<file path="src/rtl/fan_pkg.sv">
// Shared encodings and constants for the desk-fan mode sequencer and its duty ramp.
package fan_pkg;

    localparam int unsigned DutyW   = 10;
    localparam int unsigned DutyMax = 999;
    localparam int unsigned RemainW = 17;

    typedef enum logic [1:0] {
        StStop = 2'd0,
        StLow  = 2'd1,
        StMid  = 2'd2,
        StHigh = 2'd3
    } stage_e;

    typedef enum logic [1:0] {
        TmOff = 2'd0,
        Tm1   = 2'd1,
        Tm3   = 2'd2,
        Tm5   = 2'd3
    } timer_e;

    function automatic int unsigned timer_units(timer_e sel);
        unique case (sel)
            Tm1:     return 1;
            Tm3:     return 3;
            Tm5:     return 5;
            default: return 0;
        endcase
    endfunction

endpackage

</file>
<file path="src/rtl/duty_ramp.sv">
// Soft-ramps the PWM duty toward a target, one bounded step per prescaler tick.
module duty_ramp
    import fan_pkg::*;
#(
    parameter int unsigned RAMP_DIV  = 100000,
    parameter int unsigned RAMP_STEP = 5
) (
    input  logic             clk_i,
    input  logic             rst_ni,
    input  logic [DutyW-1:0] target_i,
    output logic [DutyW-1:0] duty_o
);

    localparam int unsigned      CntW     = (RAMP_DIV > 1) ? $clog2(RAMP_DIV) : 1;
    localparam logic [DutyW:0]   Step     = (DutyW + 1)'(RAMP_STEP);
    localparam logic [DutyW-1:0] DutyMaxV = DutyW'(DutyMax);

    logic [CntW-1:0]  cnt_q, cnt_d;
    logic [DutyW-1:0] duty_q, duty_d, tgt;
    logic [DutyW:0]   up_sum, down_gap;
    logic             tick;

    always_comb begin
        tick     = (cnt_q == CntW'(RAMP_DIV - 1));
        cnt_d    = tick ? '0 : cnt_q + 1'b1;
        tgt      = (target_i > DutyMaxV) ? DutyMaxV : target_i;
        // One extra bit so the step never wraps before the clamp compare.
        up_sum   = {1'b0, duty_q} + Step;
        down_gap = {1'b0, duty_q} - {1'b0, tgt};
        duty_d   = duty_q;
        if (tick) begin
            if (duty_q < tgt) begin
                duty_d = (up_sum >= {1'b0, tgt}) ? tgt : up_sum[DutyW-1:0];
            end else if (duty_q > tgt) begin
                duty_d = (down_gap <= Step) ? tgt : duty_q - Step[DutyW-1:0];
            end
        end
    end

    always_ff @(posedge clk_i or negedge rst_ni) begin
        if (!rst_ni) begin
            cnt_q  <= '0;
            duty_q <= '0;
        end else begin
            cnt_q  <= cnt_d;
            duty_q <= duty_d;
        end
    end

    assign duty_o = duty_q;

endmodule

</file>
<file path="src/rtl/fan_mode_controller.sv">
// Desk-fan sequencer: speed stage, off-timer and oscillation from button pulses,
// feeding a soft-ramped duty to the PWM generator.
module fan_mode_controller
    import fan_pkg::*;
#(
    parameter int unsigned DUTY_LOW   = 300,
    parameter int unsigned DUTY_MID   = 600,
    parameter int unsigned DUTY_HIGH  = 900,
    parameter int unsigned RAMP_DIV   = 100000,
    parameter int unsigned RAMP_STEP  = 5,
    parameter int unsigned SEC_DIV    = 100000000,
    parameter int unsigned TIMER_UNIT = 3600
) (
    input  logic               clk,
    input  logic               reset_n,
    input  logic               btn_speed_pe,
    input  logic               btn_timer_pe,
    input  logic               btn_osc_pe,
    output logic [DutyW-1:0]   duty,
    output logic [1:0]         stage,
    output logic [1:0]         timer_sel,
    output logic               osc_en,
    output logic [RemainW-1:0] remain_sec,
    output logic [3:0]         led_stage
);

    localparam int unsigned SecW = (SEC_DIV > 1) ? $clog2(SEC_DIV) : 1;

    stage_e             stage_q, stage_d;
    timer_e             timer_q, timer_d;
    logic               osc_q, osc_d;
    logic [RemainW-1:0] remain_q, remain_d;
    logic [SecW-1:0]    sec_cnt_q, sec_cnt_d;
    logic [3:0]         led_q, led_d;
    logic [DutyW-1:0]   target_duty;
    logic               sec_tick, expire;

    always_comb begin
        stage_d   = stage_q;
        timer_d   = timer_q;
        osc_d     = osc_q;
        remain_d  = remain_q;
        sec_cnt_d = '0;

        sec_tick = (timer_q != TmOff) && (sec_cnt_q == SecW'(SEC_DIV - 1));
        expire   = sec_tick && (remain_q == RemainW'(1));

        if (timer_q != TmOff) begin
            sec_cnt_d = sec_tick ? '0 : sec_cnt_q + 1'b1;
        end
        if (sec_tick) begin
            remain_d = remain_q - 1'b1;
        end

        if (btn_speed_pe && !expire) begin
            stage_d = stage_e'(stage_q + 2'd1);
        end

        // Any entry into STOP clears the timer and oscillation and swallows other presses.
        if (expire || (btn_speed_pe && stage_q == StHigh)) begin
            stage_d   = StStop;
            timer_d   = TmOff;
            osc_d     = 1'b0;
            remain_d  = '0;
            sec_cnt_d = '0;
        end else if (stage_q != StStop) begin
            if (btn_timer_pe) begin
                timer_d   = timer_e'(timer_q + 2'd1);
                remain_d  = RemainW'(timer_units(timer_e'(timer_q + 2'd1)) * TIMER_UNIT);
                sec_cnt_d = '0;
            end
            if (btn_osc_pe) begin
                osc_d = !osc_q;
            end
        end

        led_d = 4'b0001 << stage_d;
    end

    always_comb begin
        unique case (stage_q)
            StLow:   target_duty = DutyW'(DUTY_LOW);
            StMid:   target_duty = DutyW'(DUTY_MID);
            StHigh:  target_duty = DutyW'(DUTY_HIGH);
            default: target_duty = '0;
        endcase
    end

    always_ff @(posedge clk or negedge reset_n) begin
        if (!reset_n) begin
            stage_q   <= StStop;
            timer_q   <= TmOff;
            osc_q     <= 1'b0;
            remain_q  <= '0;
            sec_cnt_q <= '0;
            led_q     <= 4'b0001;
        end else begin
            stage_q   <= stage_d;
            timer_q   <= timer_d;
            osc_q     <= osc_d;
            remain_q  <= remain_d;
            sec_cnt_q <= sec_cnt_d;
            led_q     <= led_d;
        end
    end

    duty_ramp #(
        .RAMP_DIV (RAMP_DIV),
        .RAMP_STEP(RAMP_STEP)
    ) u_duty_ramp (
        .clk_i   (clk),
        .rst_ni  (reset_n),
        .target_i(target_duty),
        .duty_o  (duty)
    );

    assign stage      = stage_q;
    assign timer_sel  = timer_q;
    assign osc_en     = osc_q;
    assign remain_sec = remain_q;
    assign led_stage  = led_q;

endmodule

</file>
<file path="config.mk">
export PLATFORM = sky130hd
export DESIGN_NAME = fan_mode_controller
export DESIGN_NICKNAME = d
export VERILOG_FILES = /design/src/rtl/fan_pkg.sv /design/src/rtl/duty_ramp.sv /design/src/rtl/fan_mode_controller.sv
export SDC_FILE = /design/constraint.sdc
export NUM_CORES = 1
export LEC_CHECK = 0
export CORE_ASPECT_RATIO = 0.6
export CORE_UTILIZATION = 40
export DETAILED_ROUTE_END_ITERATION = 6
export GPL_TIMING_DRIVEN = 1
export SYNTH_ARGS = -nofsm -noshare
export SYNTH_HDL_FRONTEND = slang
export SYNTH_SLANG_ARGS = --single-unit
</file>
<file path="constraint.sdc">
create_clock -name clk -period 6.6 [get_ports clk]
set_input_delay 1.32 -clock clk [delete_from_list [all_inputs] [get_ports clk]]
set_output_delay 1.32 -clock clk [all_outputs]
set_load 0.02 [all_outputs]
</file>
# ---- Yosys cells after proc, flatten, opt, wreduce, memory -nomap -nowiden
# Index checks and enable logic that the tools add are counted.
dict set report classes {
  n_mul 1
  order_cmp 5
  reduce_logical 16
  mux 28
  shift 1
  addsub 8
  n_eq_ne 9
}
# operator n
set ops {}
lappend ops {{27-bit two-way mux} 5}
lappend ops {{32-bit two-way mux} 3}
lappend ops {{17-bit two-way mux} 5}
lappend ops {{10-bit two-way mux} 5}
lappend ops {{32-bit by 8-bit multiplier with 13-bit output (second input constant)} 1}
lappend ops {{10-bit one-hot mux with 3 select lines} 1}
lappend ops {{27-bit by 1-bit adder with 27-bit output (second input constant)} 1}
lappend ops {{27-bit == test (second input constant)} 1}
lappend ops {{17-bit by 1-bit adder with 17-bit output (second input constant)} 1}
lappend ops {{17-bit by 1-bit == test with 1-bit output (second input constant)} 1}
lappend ops {{17-bit == test (second input constant)} 1}
lappend ops {{17-bit by 1-bit subtractor with 17-bit output (second input constant)} 1}
lappend ops {{2-bit nonzero test} 6}
lappend ops {{10-bit by 3-bit adder with 11-bit output (second input constant)} 1}
lappend ops {{11-bit by 10-bit >= comparator with 1-bit output} 1}
lappend ops {{11-bit by 3-bit <= comparator with 1-bit output (second input constant)} 1}
lappend ops {{10-bit by 10-bit subtractor with 11-bit output} 1}
lappend ops {{10-bit > comparator} 1}
lappend ops {{10-bit > comparator (second input constant)} 1}
lappend ops {{10-bit less-than comparator} 1}
lappend ops {{2-bit two-way mux} 5}
lappend ops {{10-bit by 3-bit subtractor with 10-bit output (second input constant)} 1}
lappend ops {{3-bit one-hot mux with 3 select lines} 1}
lappend ops {{2-bit == test (second input constant)} 4}
lappend ops {{other kinds (8)} 18}
dict set report totals {
  input_bits 5
  wordCells 76
  output_inout_bits 36
  register_bits 80
}

# ---- Longest topological paths before layout
dict set report logic_depth {
  ltp_word 10
  mapped_depth 16
  depth_no_buf 15
}

# ---- Cells and area by module
# From an unflattened synthesis, not the netlist that was laid out.
dict set report unflattened {
  hier_cells 646
  area_unflattened_um2 5954.5
}
# module instances seq_area_each_um2 area_each_um2 cells_each
set by_module_without_submodules {}
lappend by_module_without_submodules {fan_mode_controller 1 1327.5 3076.7 316}
lappend by_module_without_submodules {duty_ramp 1 675.6 2877.8 330}

# ---- Least setup slack after synthesis
# No wires, ideal clock.
dict set report synth_path {
  path_type {flip-flop to flip-flop}
  startpoint {register stage_q[0] (netlist: stage[0])}
  endpoint {register u_duty_ramp.duty_q[0] (netlist: u_duty_ramp.duty_o[0])}
  t_required_ps 6513
  arrival_ps 3156
  path_slack_ps 3358
  stages_incl_launch_ff 15
  path_buffers 2
  setup_time_ps 87
  period_less_slack_ps 3242
  cell_sequence {dfrtp_1 -> inv_1 -> ha_1 -> inv_1 -> ha_1 -> clkbuf_2 -> a21oi_1 -> o211ai_1 -> a31oi_1 -> mux2_2 -> a21oi_1 -> nand2_1 -> buf_2 -> a211o_1 -> o211ai_1}
}
dict set report synth_via {
  elab_chain_len 9
  word_cells_on_any_way 17
  cone_classes {add/sub (1); order compare (5); eq/ne (3); mux (6); reduce/logical (2)}
}
# element line_no
set synth_rtl {}
lappend synth_rtl {{from (decl)} fan_mode_controller.sv:29} ;# stage_e stage_q, stage_d;
lappend synth_rtl {{from (signal assigned)} fan_mode_controller.sv:91} ;# stage_q <= StStop;
lappend synth_rtl {{from (signal assigned)} fan_mode_controller.sv:98} ;# stage_q <= stage_d;
lappend synth_rtl {{2-bit == test or 2-bit by 1-bit == test with 1-bit output (tied branches)} fan_mode_controller.sv:81} ;# unique case (stage_q)
lappend synth_rtl {{10-bit one-hot mux with 3 select lines (*)} fan_mode_controller.sv:81}
lappend synth_rtl {{10-bit > comparator} duty_ramp.sv:26} ;# tgt = (target_i > DutyMaxV) ? DutyMaxV : target_i;
lappend synth_rtl {{10-bit two-way mux (*)} duty_ramp.sv:26}
lappend synth_rtl {{10-bit by 10-bit subtractor with 11-bit output} duty_ramp.sv:29} ;# down_gap = {1'b0, duty_q} - {1'b0, tgt};
lappend synth_rtl {{11-bit by 3-bit <= comparator with 1-bit output} duty_ramp.sv:35} ;# duty_d = (down_gap <= Step) ? tgt : duty_q - Step[DutyW-1:0];
lappend synth_rtl {{10-bit two-way mux} duty_ramp.sv:35}
lappend synth_rtl {{10-bit two-way mux} duty_ramp.sv:34} ;# end else if (duty_q > tgt) begin
lappend synth_rtl {{10-bit two-way mux} duty_ramp.sv:32} ;# if (duty_q < tgt) begin
lappend synth_rtl {{to (signal assigned)} duty_ramp.sv:46} ;# duty_q <= duty_d;
lappend synth_rtl {{to (decl)} duty_ramp.sv:19} ;# logic [DutyW-1:0] duty_q, duty_d, tgt;
# Every way passes the cells marked *; elsewhere a longest branch is shown, timed or not. The select of a mux whose other input is x is not followed.
# A chain may end at the register's enable or synchronous reset.

# ---- Final worst setup path
dict set report layout_path {
  startpoint {register stage_q[0] (netlist: stage[0])}
  endpoint {register u_duty_ramp.duty_q[9] (netlist: u_duty_ramp.duty_o[9])}
}
# Same word-level chain as after synthesis.

==> out/metrics.csv <==
stage,metric,value,unit
outcome,status,"complete, but fails checks",
outcome,violations,DRC,
yosys,synthArstFlopShare,100,%
floorplan,die-width,152,um
global_route,grt_pass1_vias,4085,
global_route,grt_overflow,0,
sta,setup_violations,0,
global_route,antenna_found_initial,0,
worst_setup_path,cp.arrival,4.33,ns
yosys,synth_area,0.00540,sq mm
floorplan,io_pins,41,
yosys,synth_top_area_cell,dfrtp_1,
worst_setup_path,rrSetupSlack,2.49,ns
worst_setup_path,crit_buf_inv,2,
global_route,grt_max_degree,81,
yosys,yosysSeqAreaShare,37.1,%
worst_setup_path,crit_start,stage[0]$_DFF_PN0_,
sta,fin_crit,4.11,ns
finish,area_growth,14.6,%
clock_network,cts.root.buffer_cell,clkbuf_16,
sta,timing.setup.tns,0,ns
worst_setup_path,critical_path_required,6.83,ns
clock_network,clockBufferDepth,2,
drt,first_iter_violations,337,
drt,vias,4441,
yosys,synth_edf_count,0,
power,power.share.switching,41.5,%
sta,rsz0062_at_grt,no,
yosys,synth_top_area_share,36.6,%
yosys,synth-seq-cells,80,
sta,max_freq,0.244,GHz
place,post-dp-hpwl,9590,um
worst_setup_path,worst-path-stages,12,
clock_network,numCtsBuffers,9,
floorplan,core_area,0.0130,sq mm
finish,final_common_cell,nor2_1,
yosys,syn_nets,654,
worst_setup_path,path_cells,"inv_1, ha_1, inv_1, ha_1, and3_1, o221ai_1, a311oi_1, a311o_1, o2111a_1, nand2_1, a221o_1, o22a_1",
power,p_per_area,328,mW/mm^2
floorplan,fp-row-count,32,
floorplan,die_y,92.0,um
worst_setup_path,critPathCapture,u_duty_ramp.duty_o[9]$_DFFE_PN0P_,
floorplan,design.die.area,0.0140,sq mm
sta,report.final.slew_viol_count,0,
worst_setup_path,cp-end-kind,flip-flop,
place,gp_congestion,0.917,
drt,drc,11,
power,p_leak,2.77,nW
worst_setup_path,cp_top_family,compound AO/OA/AOI/OAI gates,
worst_setup_path,critical-path-max-stage-delay,0.48,ns
clock_network,cts_resized,0,
job,maxCapViolCount,0,
worst_setup_path,r2r_cells,12,
finish,final_cell_mix,"nor2_1, dfrtp_1, nand2_1, xor2_1, ha_1",
clock_network,cts.sinks,80,
clock_network,cts.htree.levels,3,
floorplan,initial_utilization,41.5,%
yosys,ys_types,62,
drt,ant_nets,0,
power,power_frac_comb,45.5,%
place,io_buffers,40,
finish,drive_gt1_share,4.83,%
power,power_switching,844,uW
sta,max_slew_margin,30.1,%
worst_setup_path,worst-path-max-fanout,13,
power,clkPwrFrac,23.7,%
power,intPower,1.19,mW
global_route,grt.total_usage,19.7,%
yosys,ys.flop_type,dfrtp_1,
sta,tightest_slew,1.05,ns
clock_network,cts_tree,built,
yosys,synth_area_leaders,"dfrtp_1, ha_1, xor2_1",
worst_setup_path,start_kind,flip-flop,
yosys,syn-mean-instance-area,8.87,sq um
worst_setup_path,r2r_start,stage[0]$_DFF_PN0_,
drt,dr.pass1.iters,7,
worst_setup_path,r2r_end,u_duty_ramp.duty_o[9]$_DFFE_PN0P_,
clock_network,postCtsHoldBufs,0,
sta,min_period_over_period,62.2,%
sta,fin_worst_skew,0.0104,ns
global_route,grt_pass1_wl,21600,um
clock_network,insertion_delay,0.34,ns
clock_network,cts_setup_buffers,0,
worst_setup_path,critPathSlowestCell,dfrtp_1,
yosys,netlist_instances,608,
power,finalPower,2.03,mW
finish,diodes,0,
drt,vias_per_cell,5.47,
power,p_seq_share,30.8,%
clock_network,clk_pin_slew,0.07,ns
sta,hold_viol,0,
worst_hold_path,hold_class,flip-flop to flip-flop,
finish,finalNetCount,683,
yosys,ys.warnings.count,0,
worst_setup_path,critical_path_class,flip-flop to flip-flop,
drt,totalWireLength,13000,um
power,ir_drop,135,uV
drt,wl_per_cell,16.0,um
-- cell families after synthesis --
logic type                 synth area share, %
and+or+nand+nor                           22.9
AOI/OAI and AO/OA                         12.1
DFF                                       37.1
xor gates and xnor gates                  12.7
buffers and inverters                     3.66
adders and majority gates                 9.51
muxes                                     1.92
other                                   0.0695
-- worst min path at each step --
stage                                   startpoint  slack, ns  depth (start not counted)                              to
floorplan                   sec_cnt_q[0]$_DFF_PN0_       0.44                          1          sec_cnt_q[0]$_DFF_PN0_
global placement    u_duty_ramp.cnt_q[4]$_DFF_PN0_       0.46                          1  u_duty_ramp.cnt_q[4]$_DFF_PN0_
detailed placement  u_duty_ramp.cnt_q[8]$_DFF_PN0_       0.48                          1  u_duty_ramp.cnt_q[8]$_DFF_PN0_
CTS                         sec_cnt_q[0]$_DFF_PN0_       0.49                          1          sec_cnt_q[0]$_DFF_PN0_
global route                sec_cnt_q[0]$_DFF_PN0_       0.51                          1          sec_cnt_q[0]$_DFF_PN0_
finish                      sec_cnt_q[0]$_DFF_PN0_       0.48                          1          sec_cnt_q[0]$_DFF_PN0_
-- power by group through the flow --
stage / sequential [mW] / clock [mW] / combinational, mW
6_report: 0.627 / 0.481 / 0.924
5_1_grt: 0.636 / 0.518 / 1.03
4_1_cts: 0.627 / 0.494 / 0.918
3_5_place_dp: 0.635 / 0 / 0.912
3_3_place_gp: 0.631 / 0 / 0.914
2_1_floorplan: 0.688 / 0 / 0.578
-- through the flow --
step           area [sq um]  instances  setup WS, ns  util (%)  hold WS (ns)
4_1_cts                6180        812          2.58      47.5         0.489
2_1_floorplan          5400        608          3.36         -         0.444
6_report               6180        812          2.49      47.5         0.485
3_3_place_gp           5900        796          2.67      45.3         0.460
3_5_place_dp           5900        796          2.59      45.3         0.480
5_1_grt                6180        812          2.22      47.5         0.512
-- cell type report --
cell class | instances | area [sq um]
multi-input cells | 483 | 3190
clock inverters | 7 | 61.3
well taps | 170 | 213
flip-flops and latches | 80 | 2000
clock buffers | 9 | 225
fillers | 1235 | 6830
repair buffers | 41 | 405
inverters | 22 | 82.6
-- cell usage after synthesis (17+ instances only) --
cell / instances
xor2_1: 45
o21ai_0: 18
nand3_1: 22
nor2_1: 103
a21oi_1: 28
xnor2_1: 33
nand2_1: 45
inv_1: 22
ha_1: 41
nand4_1: 17
dfrtp_1: 79
-- state kept, by name, summed over array words and instances, names as in the netlist --
register	flops
u_duty_ramp.duty_o	10
timer_sel	2
remain_sec	17
u_duty_ramp.cnt_q	17
led_stage	4
osc_en	1
sec_cnt_q	27
stage	2
-- worst register-to-register path: stages (launching register included) --
cell and delay (ns):
dfrtp_1 0.48, inv_1 0.18, ha_1 0.41, inv_1 0.10, ha_1 0.41, and3_1 0.31, o221ai_1 0.26, a311oi_1 0.44
a311o_1 0.19, o2111a_1 0.21, nand2_1 0.38, a221o_1 0.46, o22a_1 0.17
-- layer usage --
metal,global-route usage [%],share of wire [%],vias to the layer above
li1,-,-,2176
met1,31.3,54,2150
met4,4.51,0.80,0
met2,26.3,39,104
met5,0,0,-
met3,4.25,5.8,11
Note: power is estimated with default switching activity, not from simulation.
